## src/rtl/imm_builder_pkg.sv

```systemverilog
// Shared definitions for the immediate builder.
//   IMM_REG_DW    default width of the assembled immediate
//   IMM_FIELD_DW  default width of one immediate field
//   imm_state_e   FSM state encoding (IDLE / ACCUM / DONE)
package imm_builder_pkg;

  localparam int IMM_REG_DW   = 16;
  localparam int IMM_FIELD_DW = 4;

  typedef enum logic [1:0] {
    IMM_IDLE  = 2'd0,
    IMM_ACCUM = 2'd1,
    IMM_DONE  = 2'd2
  } imm_state_e;

  // Width needed to hold a field count of 0..max_fields.
  function automatic int imm_cnt_w(input int max_fields);
    return $clog2(max_fields + 1);
  endfunction

  // Width of the "fields used minus one" output.
  function automatic int imm_fld_w(input int max_fields);
    return (max_fields > 1) ? $clog2(max_fields) : 1;
  endfunction

endpackage

```

## src/rtl/imm_builder_if.sv

```systemverilog
// Field-in / immediate-out handshake bundle for imm_builder.
//   in_valid/in_field/in_last/in_zext  upstream field slot (master drives)
//   in_ready                           builder accepts a field
//   out_valid/out_data/out_fields      assembled immediate (slave drives)
//   out_ready                          consumer takes the immediate
interface imm_builder_if #(
  parameter int REG_DATA_WIDTH = imm_builder_pkg::IMM_REG_DW,
  parameter int DATA_2_WIDTH   = imm_builder_pkg::IMM_FIELD_DW
) ();
  localparam int MAX_FIELDS = REG_DATA_WIDTH / DATA_2_WIDTH;
  localparam int FLD_W      = imm_builder_pkg::imm_fld_w(MAX_FIELDS);

  logic                      in_valid;
  logic [DATA_2_WIDTH-1:0]   in_field;
  logic                      in_last;
  logic                      in_zext;
  logic                      in_ready;
  logic                      out_valid;
  logic [REG_DATA_WIDTH-1:0] out_data;
  logic [FLD_W-1:0]          out_fields;
  logic                      out_ready;

  modport master (
    output in_valid, in_field, in_last, in_zext, out_ready,
    input  in_ready, out_valid, out_data, out_fields
  );

  modport slave (
    input  in_valid, in_field, in_last, in_zext, out_ready,
    output in_ready, out_valid, out_data, out_fields
  );
endinterface

```

## src/rtl/imm_var_extend.sv

```systemverilog
// Variable-width sign/zero extension of an accumulated immediate.
//   acc   accumulator, fields right-aligned (last field in the LSBs)
//   cnt   number of valid fields (1..MAX_FIELDS); 0 gives all-zero
//   zext  1 = zero-extend, 0 = sign-extend from bit cnt*DATA_2_WIDTH-1
//   ext   extended word
// Purely combinational.
module imm_var_extend
  import imm_builder_pkg::*;
#(
  parameter int REG_DATA_WIDTH = IMM_REG_DW,
  parameter int DATA_2_WIDTH   = IMM_FIELD_DW,
  localparam int MAX_FIELDS    = REG_DATA_WIDTH / DATA_2_WIDTH,
  localparam int CNT_W         = imm_cnt_w(MAX_FIELDS)
) (
  input  logic [REG_DATA_WIDTH-1:0] acc,
  input  logic [CNT_W-1:0]          cnt,
  input  logic                      zext,
  output logic [REG_DATA_WIDTH-1:0] ext
);

  // One candidate per possible field count, then a mux on cnt.
  logic [MAX_FIELDS:0][REG_DATA_WIDTH-1:0] cand;

  assign cand[0] = '0;

  for (genvar k = 1; k <= MAX_FIELDS; k++) begin : g_w
    localparam int W = k * DATA_2_WIDTH;
    if (W == REG_DATA_WIDTH) begin : g_full
      assign cand[k] = acc;
    end else begin : g_part
      assign cand[k] = {{(REG_DATA_WIDTH-W){~zext & acc[W-1]}}, acc[W-1:0]};
    end
  end

  always_comb begin
    ext = '0;
    for (int k = 1; k <= MAX_FIELDS; k++)
      if (cnt == CNT_W'(k)) ext = cand[k];
  end

endmodule

```

## src/rtl/imm_builder.sv

```systemverilog
// Sequential immediate assembler.
//   clk   rising-edge clock
//   rst   synchronous active-low reset
//   bus   imm_builder_if slave: fields in (MS field first), extended
//         immediate out with fields-used-minus-one, valid/ready on both.
// Fields shift into an accumulator; on the last (or MAX_FIELDS-th) field
// the extended word is registered and held until the consumer takes it.
module imm_builder
  import imm_builder_pkg::*;
#(
  parameter int REG_DATA_WIDTH = IMM_REG_DW,
  parameter int DATA_2_WIDTH   = IMM_FIELD_DW
) (
  input  logic         clk,
  input  logic         rst,
  imm_builder_if.slave bus
);

  localparam int MAX_FIELDS = REG_DATA_WIDTH / DATA_2_WIDTH;
  localparam int CNT_W      = imm_cnt_w(MAX_FIELDS);
  localparam int FLD_W      = imm_fld_w(MAX_FIELDS);

  imm_state_e                state_q, state_d;
  logic [REG_DATA_WIDTH-1:0] acc_q, acc_d;
  logic [CNT_W-1:0]          cnt_q, cnt_d;
  logic                      zext_q, zext_d;
  logic                      out_valid_q, out_valid_d;
  logic [REG_DATA_WIDTH-1:0] out_data_q, out_data_d;
  logic [FLD_W-1:0]          out_fields_q, out_fields_d;

  // in_ready depends only on state (and is held low while in reset).
  logic in_ready;
  assign in_ready = rst & (state_q != IMM_DONE);

  logic accept;
  assign accept = bus.in_valid & in_ready;

  // Values the accumulator takes if this cycle's field is accepted.
  // A first field starts fresh; later fields shift in below the old ones.
  logic                      first;
  logic [REG_DATA_WIDTH-1:0] acc_nx;
  logic [CNT_W-1:0]          cnt_nx;
  logic                      zext_nx;
  logic                      fin;

  assign first   = (state_q == IMM_IDLE);
  assign acc_nx  = first ? REG_DATA_WIDTH'(bus.in_field)
                         : REG_DATA_WIDTH'({acc_q, bus.in_field});
  assign cnt_nx  = first ? CNT_W'(1) : cnt_q + CNT_W'(1);
  assign zext_nx = first ? bus.in_zext : zext_q;
  // A full accumulator completes regardless of in_last.
  assign fin     = bus.in_last | (cnt_nx == CNT_W'(MAX_FIELDS));

  // Extend the post-accept value so the result registers on the same
  // edge that takes the final field.
  logic [REG_DATA_WIDTH-1:0] ext_word;

  imm_var_extend #(
    .REG_DATA_WIDTH (REG_DATA_WIDTH),
    .DATA_2_WIDTH   (DATA_2_WIDTH)
  ) u_ext (
    .acc  (acc_nx),
    .cnt  (cnt_nx),
    .zext (zext_nx),
    .ext  (ext_word)
  );

  always_comb begin
    state_d      = state_q;
    acc_d        = acc_q;
    cnt_d        = cnt_q;
    zext_d       = zext_q;
    out_valid_d  = out_valid_q;
    out_data_d   = out_data_q;
    out_fields_d = out_fields_q;
    unique case (state_q)
      IMM_IDLE, IMM_ACCUM: begin
        if (accept) begin
          acc_d  = acc_nx;
          cnt_d  = cnt_nx;
          zext_d = zext_nx;
          if (fin) begin
            state_d      = IMM_DONE;
            out_valid_d  = 1'b1;
            out_data_d   = ext_word;
            out_fields_d = FLD_W'(cnt_nx - CNT_W'(1));
          end else begin
            state_d = IMM_ACCUM;
          end
        end
      end
      IMM_DONE: begin
        if (bus.out_ready) begin
          state_d      = IMM_IDLE;
          acc_d        = '0;
          cnt_d        = '0;
          zext_d       = 1'b0;
          out_valid_d  = 1'b0;
          out_data_d   = '0;
          out_fields_d = '0;
        end
      end
      default: state_d = IMM_IDLE;
    endcase
  end

  always_ff @(posedge clk) begin
    if (!rst) begin
      state_q      <= IMM_IDLE;
      acc_q        <= '0;
      cnt_q        <= '0;
      zext_q       <= 1'b0;
      out_valid_q  <= 1'b0;
      out_data_q   <= '0;
      out_fields_q <= '0;
    end else begin
      state_q      <= state_d;
      acc_q        <= acc_d;
      cnt_q        <= cnt_d;
      zext_q       <= zext_d;
      out_valid_q  <= out_valid_d;
      out_data_q   <= out_data_d;
      out_fields_q <= out_fields_d;
    end
  end

  assign bus.in_ready   = in_ready;
  assign bus.out_valid  = out_valid_q;
  assign bus.out_data   = out_data_q;
  assign bus.out_fields = out_fields_q;

endmodule
```

## src/flat_wrapper.sv

```systemverilog
// flat-port wrapper written by rule: the top's interface ports become plain ports
module imm_builder_flat import imm_builder_pkg::*;
#(
  parameter int REG_DATA_WIDTH = IMM_REG_DW,
  parameter int DATA_2_WIDTH   = IMM_FIELD_DW
)
  (clk, rst, bus_in_valid, bus_in_field, bus_in_last, bus_in_zext, bus_out_ready, bus_in_ready, bus_out_valid, bus_out_data, bus_out_fields);
  imm_builder_if #(.REG_DATA_WIDTH(REG_DATA_WIDTH), .DATA_2_WIDTH(DATA_2_WIDTH)) bus_i ();
  input  logic clk;
  input  logic rst;
  input wire logic [$bits(bus_i.in_valid)-1:0] bus_in_valid;
  input wire logic [$bits(bus_i.in_field)-1:0] bus_in_field;
  input wire logic [$bits(bus_i.in_last)-1:0] bus_in_last;
  input wire logic [$bits(bus_i.in_zext)-1:0] bus_in_zext;
  input wire logic [$bits(bus_i.out_ready)-1:0] bus_out_ready;
  output wire logic [$bits(bus_i.in_ready)-1:0] bus_in_ready;
  output wire logic [$bits(bus_i.out_valid)-1:0] bus_out_valid;
  output wire logic [$bits(bus_i.out_data)-1:0] bus_out_data;
  output wire logic [$bits(bus_i.out_fields)-1:0] bus_out_fields;
  assign bus_i.in_valid = bus_in_valid;
  assign bus_i.in_field = bus_in_field;
  assign bus_i.in_last = bus_in_last;
  assign bus_i.in_zext = bus_in_zext;
  assign bus_i.out_ready = bus_out_ready;
  assign bus_in_ready = bus_i.in_ready;
  assign bus_out_valid = bus_i.out_valid;
  assign bus_out_data = bus_i.out_data;
  assign bus_out_fields = bus_i.out_fields;
  imm_builder #(.REG_DATA_WIDTH(REG_DATA_WIDTH), .DATA_2_WIDTH(DATA_2_WIDTH)) u_core (.clk(clk), .rst(rst), .bus(bus_i));
endmodule
```

## config.mk

```make
export PLATFORM = sky130hd
export DESIGN_NAME = imm_builder_flat
export DESIGN_NICKNAME = d
export VERILOG_FILES = /design/src/rtl/imm_builder_pkg.sv /design/src/rtl/imm_builder_if.sv /design/src/rtl/imm_var_extend.sv /design/src/rtl/imm_builder.sv /design/src/flat_wrapper.sv
export SDC_FILE = /design/constraint.sdc
export NUM_CORES = 1
export LEC_CHECK = 0
export BUFFER_PORTS_ARGS = -buffer_cell sky130_fd_sc_hd__buf_4
export CORE_ASPECT_RATIO = 1.75
export CORE_MARGIN = 2
export CORE_UTILIZATION = 54
export DETAILED_ROUTE_END_ITERATION = 10
export PLACE_DENSITY = 0.78
export SYNTH_ARGS = -nofsm -noshare
export SYNTH_HDL_FRONTEND = slang
export SYNTH_SLANG_ARGS = --single-unit
```

## constraint.sdc

```tcl
create_clock -name clk -period 2.3 [get_ports clk]
set_clock_uncertainty 0.05 [all_clocks]
set_input_delay 0 -clock clk [delete_from_list [all_inputs] [get_ports clk]]
set_output_delay 0 -clock clk [all_outputs]
set_load 0.1 [all_outputs]
```

Word level (Yosys, flattened, before mapping)
Cells that the tools add are included.

Bits in registers: 37. Bits of input ports: 10. Output and inout bits: 20.

$add $sub $neg: 2. Equality and inequality tests: 10. Mux-type cells: 29. Bitwise logic cells: 7. Reductions and logical operators: 6.

Operator list (count): 16-bit two-way mux (8); 16-bit case mux with 2 select lines (1); 12-bit case mux with 2 select lines (1); 12-bit two-way mux (1); 2-bit two-way mux (5); 3-bit two-way mux (3); 2-bit case mux with 2 select lines (2); 3-bit by 2-bit == test with 1-bit output, second input constant (2); 3-bit case mux with 2 select lines (1); 1-bit bitwise AND (5); 1-bit two-way mux (5); 2-bit by 1-bit != test with 1-bit output, second input constant (2); 2-bit != test, second input constant (2); 1-bit case mux with 2 select lines (2); 4-bit AND reduction (1); 3-bit by 1-bit adder with 3-bit output, second input constant (1); 3-bit by 1-bit == test with 1-bit output, second input constant (1); 3-bit == test, second input constant (1); 3-bit AND reduction (1); 2-bit by 1-bit == test with 1-bit output, second input constant (1); 2-bit == test, second input constant (1); 2-bit zero test (1); 2-bit AND reduction (1); 2-bit nonzero test (1); other kinds (4) (4).

Depth between registers and ports, before layout
Word-level depth: 11. Gate-level depth with buffers: 8. Gate-level depth less buffers: 6.

Hierarchy
From an unflattened synthesis, not the netlist that was laid out.

Cells, all modules: 210. Area, all modules: 1999.4 um2.

By module, submodules not included: imm_builder (instances 1, cells each 168, area each 1711.6 um2, seq. area each 740.7 um2); imm_var_extend (instances 1, cells each 42, area each 287.8 um2, seq. area each 0.0 um2).

Least setup slack after synthesis
No wires, ideal clock.

Path type: flip-flop to output port. Start point: register u_core.state_q[1]. End point: output port bus_in_ready. Data arrival time: 1.931 ns. Data required time: 2.250 ns. Slack: 0.319 ns. Cell stages (with the launch flop): 4. Path buffers: 1. Path through: dfxtp_1 > buf_6 > nor2b_1 > nor2b_1.

Word-level cells in the longest chain between the ends: 2.

RTL lines: start: declaration (RTL line imm_builder.sv:23) `imm_state_e state_q, state_d;`; start signal: assignment (RTL line imm_builder.sv:117) `state_q <= state_d;`; 2-bit != test (RTL line imm_builder.sv:33) `assign in_ready = rst & (state_q != IMM_DONE);`; 1-bit bitwise AND (RTL line imm_builder.sv:33); end: declaration (RTL line flat_wrapper.sv:16) `output wire logic [$bits(bus_i.in_ready)-1:0] bus_in_ready;`.

Every way passes these cells.

Final worst setup path
Start point: register u_core.cnt_q[0]. End point: register u_core.out_data_q[13] (netlist: u_core.bus.out_data[13]).

Word-level cells in the longest chain between the ends: 10. Elaborated cells on any way between the ends: 16.

RTL lines: start: declaration (RTL line imm_builder.sv:25) `logic [CNT_W-1:0] cnt_q, cnt_d;`; start signal: assignment (RTL line imm_builder.sv:119) `cnt_q <= cnt_d;`; 3-bit by 1-bit adder with 3-bit output * (RTL line imm_builder.sv:49) `assign cnt_nx = first ? CNT_W'(1) : cnt_q + CNT_W'(1);`; 3-bit two-way mux * (RTL line imm_builder.sv:49); 3-bit by 1-bit == test with 1-bit output (RTL line imm_var_extend.sv:38) `if (cnt == CNT_W'(k)) ext = cand[k];`; 16-bit two-way mux (4 in series) (RTL line imm_var_extend.sv:38); 16-bit two-way mux (RTL line imm_builder.sv:82) `if (fin) begin`; 16-bit two-way mux (RTL line imm_builder.sv:78) `if (accept) begin`; 16-bit case mux with 2 select lines (RTL line imm_builder.sv:76) `unique case (state_q)`; end signal: assignment (RTL line imm_builder.sv:122) `out_data_q <= out_data_d;`; end: declaration (RTL line imm_builder.sv:28) `logic [REG_DATA_WIDTH-1:0] out_data_q, out_data_d;`.

Every way passes the cells marked *; elsewhere a longest branch is shown, timed or not. The select of a mux whose other input is x is not followed. A chain may end at the register's enable or synchronous reset.

==> flow_metrics.py <==
metrics = {
    "outcome": {
        "status": "completed",
    },
    "yosys": {
        "synth_edf_count": 0,
        "yosysWarnings": 0,
        "yosysMostFrequentCell": "dfxtp_1",
        "synthesis.area_mm2": 0.00166,
        "syn_nets": 181,
        "synth.avg_cell_area_um2": 9.78,
        "synth_area_leaders": "dfxtp_1 (45%), o2bb2ai_1 (7.4%), nor2b_1 (5.6%)",
        "ys_ff_latch": 37,
        "yosysTopAreaCell": "dfxtp_1",
        "synth_commonest_cells": "dfxtp_1 (37), nor2b_1 (15), o2bb2ai_1 (14), a22oi_1 (11)",
        "synth_top_area_share": 0.445,
        "ys_types": 43,
        "synth_seq_area_share": 0.445,
        "netlist_instances": 170,
        "synthArstFlopShare": 0,
        "synth-main-ff-cell": "dfxtp_1",
    },
    "floorplanning": {
        "rows": 26,
        "dieArea_mm2": 0.00356,
        "die_width_um": 45.9,
        "die_y_um": 77.4,
        "core_mm2": 0.00293,
        "start_util": 0.568,
        "ios": 30,
    },
    "placement": {
        "placed_cells": 217,
        "hpwl_um": 2710,
        "place.gp.congestion": 0.896,
        "io_buffer_count": 29,
    },
    "final_layout": {
        "syn2layout_area_growth_pct": 21.8,
        "fillers": 243,
        "nets": 213,
        "seqCellArea_um2": 742,
        "drive_gt1_frac": 0.246,
        "fin_cells": 231,
        "multi_input_area_um2": 825,
        "diodes": 0,
    },
    "sta": {
        "rsz0062_at_grt": "no",
        "period_minus_slack_ns": 2.08,
        "post-route-period-util": 0.903,
        "setup_viol": 0,
        "slew_violations": 0,
        "slew_headroom": 0.640,
        "fin_tns_setup_ns": 0,
        "worstMarginPinSlew_ns": 0.536,
        "timing.fmax_mhz": 482,
        "final_hold_viol_count": 0,
    },
    "cts": {
        "clock_latency_ns": 0.29,
        "cts_buffers": 5,
        "htreeDepth": 2,
        "cts.clk_slew.worst_paths_ns": 0.07,
        "root_buffer": "clkbuf_8",
        "clock_sinks": 37,
        "cts_tree": "built",
        "clk_path_buf_depth": 2,
    },
    "drt": {
        "drc": 0,
        "wl_per_cell_um": 17.0,
        "vias": 1410,
        "dr.first_iter.drc_count": 55,
        "drt-total-wl_um": 3920,
        "ant_nets": 0,
        "firstDrtPassIters": 4,
        "avgViaCountPerCell": 6.10,
    },
    "worst_setup_path": {
        "crit_type": "flop to flop",
        "cp_slowest_cell": "or4_4",
        "startpoint_type": "flop",
        "cp-end-kind": "flop",
        "required_ns": 2.43,
        "critical_path_arrival_ns": 2.20,
        "path_max_fanout": 9,
        "path_cells": "ha_1 > xor2_2 > a211oi_1 > or4_4 > nand3_2 > o2bb2ai_1",
        "cp_slowest_stage_delay_ns": 0.55,
        "path_buf_inv": 0,
        "crit_family": "simple AND/OR/NAND/NOR gates",
    },
    "power_and_ir_drop": {
        "total_power_uw": 1570,
        "peakVddDrop_uv": 716,
        "p_leak_uw": 0.000803,
        "power_density_mw_per_mm2": 776,
    },
    "global_route": {
        "grt_pass1_wl_um": 6540,
        "grt_max_degree": 25,
        "grt_pass1_vias": 1439,
        "overflow": 0,
        "grt_antenna_before_repair": 0,
        "gr-usage-all-layers": 0.247,
    },
    "min_path": {
        "hold_class": "input pin to flop",
    },
    "flow_run": {
        "cap_viol_max_count": 0,
    },
}
[cell type report]
cell class                 count  share of cell area
sequential                    37               0.366
clock inverter                 1              0.0148
clock buffer                   7              0.0426
timing repair buffer          38               0.148
inverter                       2             0.00371
tap                           28              0.0173
multi-input combinational    118               0.407
[repair_timing]
item | in CTS | in global routing
endpoints found under the hold margin | 10 | 0
hold buffers | 6 | 0
setup endpoints to repair | 0 | 18
setup buffers | 0 | 0
gates resized for setup | 0 | 2
[through the flow]
stage / setup slack (ns) / cell area [um^2] / util / hold slack, ns
finish: 0.223 / 2030 / 0.692 / 0.0350
global route: 0.0841 / 2030 / 0.692 / 0.0406
CTS: 0.0243 / 2020 / 0.691 / 0.0285
detailed placement: 0.0596 / 1850 / 0.631 / 0.205
global placement: 0.166 / 1850 / 0.631 / 0.199
floorplan: 0.319 / 1660 / - / 0.104
[registers in the layout, summed over array words and instances (netlist names)]
signal / flops
u_core.bus.out_data: 16
u_core.state_q: 2
u_core.zext_q: 1
u_core.bus.out_fields: 2
u_core.bus.out_valid: 1
u_core.acc_q: 12
u_core.cnt_q: 3
[logic make-up (layout without fill, tap and decap cells)]
kind of cell / Yosys count / count (layout) / synth area share
buffers and inverters: 15 / 48 / 0.0594
adders and majority gates: 1 / 1 / 0.00752
DFF: 37 / 37 / 0.445
and+or+nand+nor: 53 / 53 / 0.188
muxes: 2 / 2 / 0.0120
xor gates and xnor gates: 3 / 3 / 0.0203
AOI/OAI and AO/OA: 59 / 59 / 0.267
[routing by layer]
metal  share of wire  up-vias  GRT usage
li1                -      678          -
met1            0.39      670      0.282
met2            0.53       48      0.401
met3           0.042       14     0.0535
met4           0.040        0      0.140
met5               0        -          0
[final timing paths]
kind / from / to / slack, ns / cells past startpoint
max: u_core.cnt_q[0]$_SDFFE_PN0P_ / u_core.bus.out_data[13]$_SDFFE_PN0P_ / 0.22 / 6
min: bus_in_valid / u_core.state_q[0]$_SDFFE_PN0P_ / 0.04 / 3
max reg2reg: u_core.cnt_q[0]$_SDFFE_PN0P_ / u_core.bus.out_data[13]$_SDFFE_PN0P_ / 0.22 / 6
min reg2reg: u_core.bus.out_data[9]$_SDFFE_PN0P_ / u_core.bus.out_data[9]$_SDFFE_PN0P_ / 0.42 / 1
[power by group]
group | total (uW) | internal (uW) | switching [uW]
sequential | 690 | 667 | 23.6
clock | 569 | 353 | 216
combinational | 311 | 89.1 | 222
total | 1570 | 1110 | 462
[worst reg2reg max path, stage by stage, from the launching register on]
cell and delay (ns):
dfxtp_2 0.43, ha_1 0.30, xor2_2 0.32, a211oi_1 0.10, or4_4 0.55, nand3_2 0.13
o2bb2ai_1 0.09
[cell usage in the layout, fill, tap and decap left out, types with 2 or more instances in the layout]
| master | Yosys | layout |
|---|---|---|
| clkbuf_8 | 0 | 6 |
| or2b_1 | 2 | 2 |
| buf_4 | 1 | 32 |
| o2bb2ai_1 | 14 | 14 |
| o21ai_2 | 2 | 2 |
| dfxtp_1 | 37 | 36 |
| and2_1 | 2 | 2 |
| mux2i_1 | 2 | 2 |
| inv_1 | 2 | 2 |
| a22oi_1 | 11 | 11 |
| nor2b_1 | 15 | 15 |
| nor3b_1 | 2 | 2 |
| a21boi_0 | 3 | 3 |
| nor3_1 | 3 | 3 |
| nand3_1 | 5 | 5 |
| nand2_1 | 6 | 6 |
| o21ai_0 | 5 | 5 |
| nand3b_1 | 2 | 2 |
| o21ai_1 | 2 | 2 |
| nor2_1 | 9 | 9 |
| a32o_1 | 4 | 4 |
| dlygate4sd3_1 | 0 | 6 |
| a21oi_1 | 9 | 9 |
| o21a_1 | 3 | 2 |
Power figures use the tool's default switching activity.
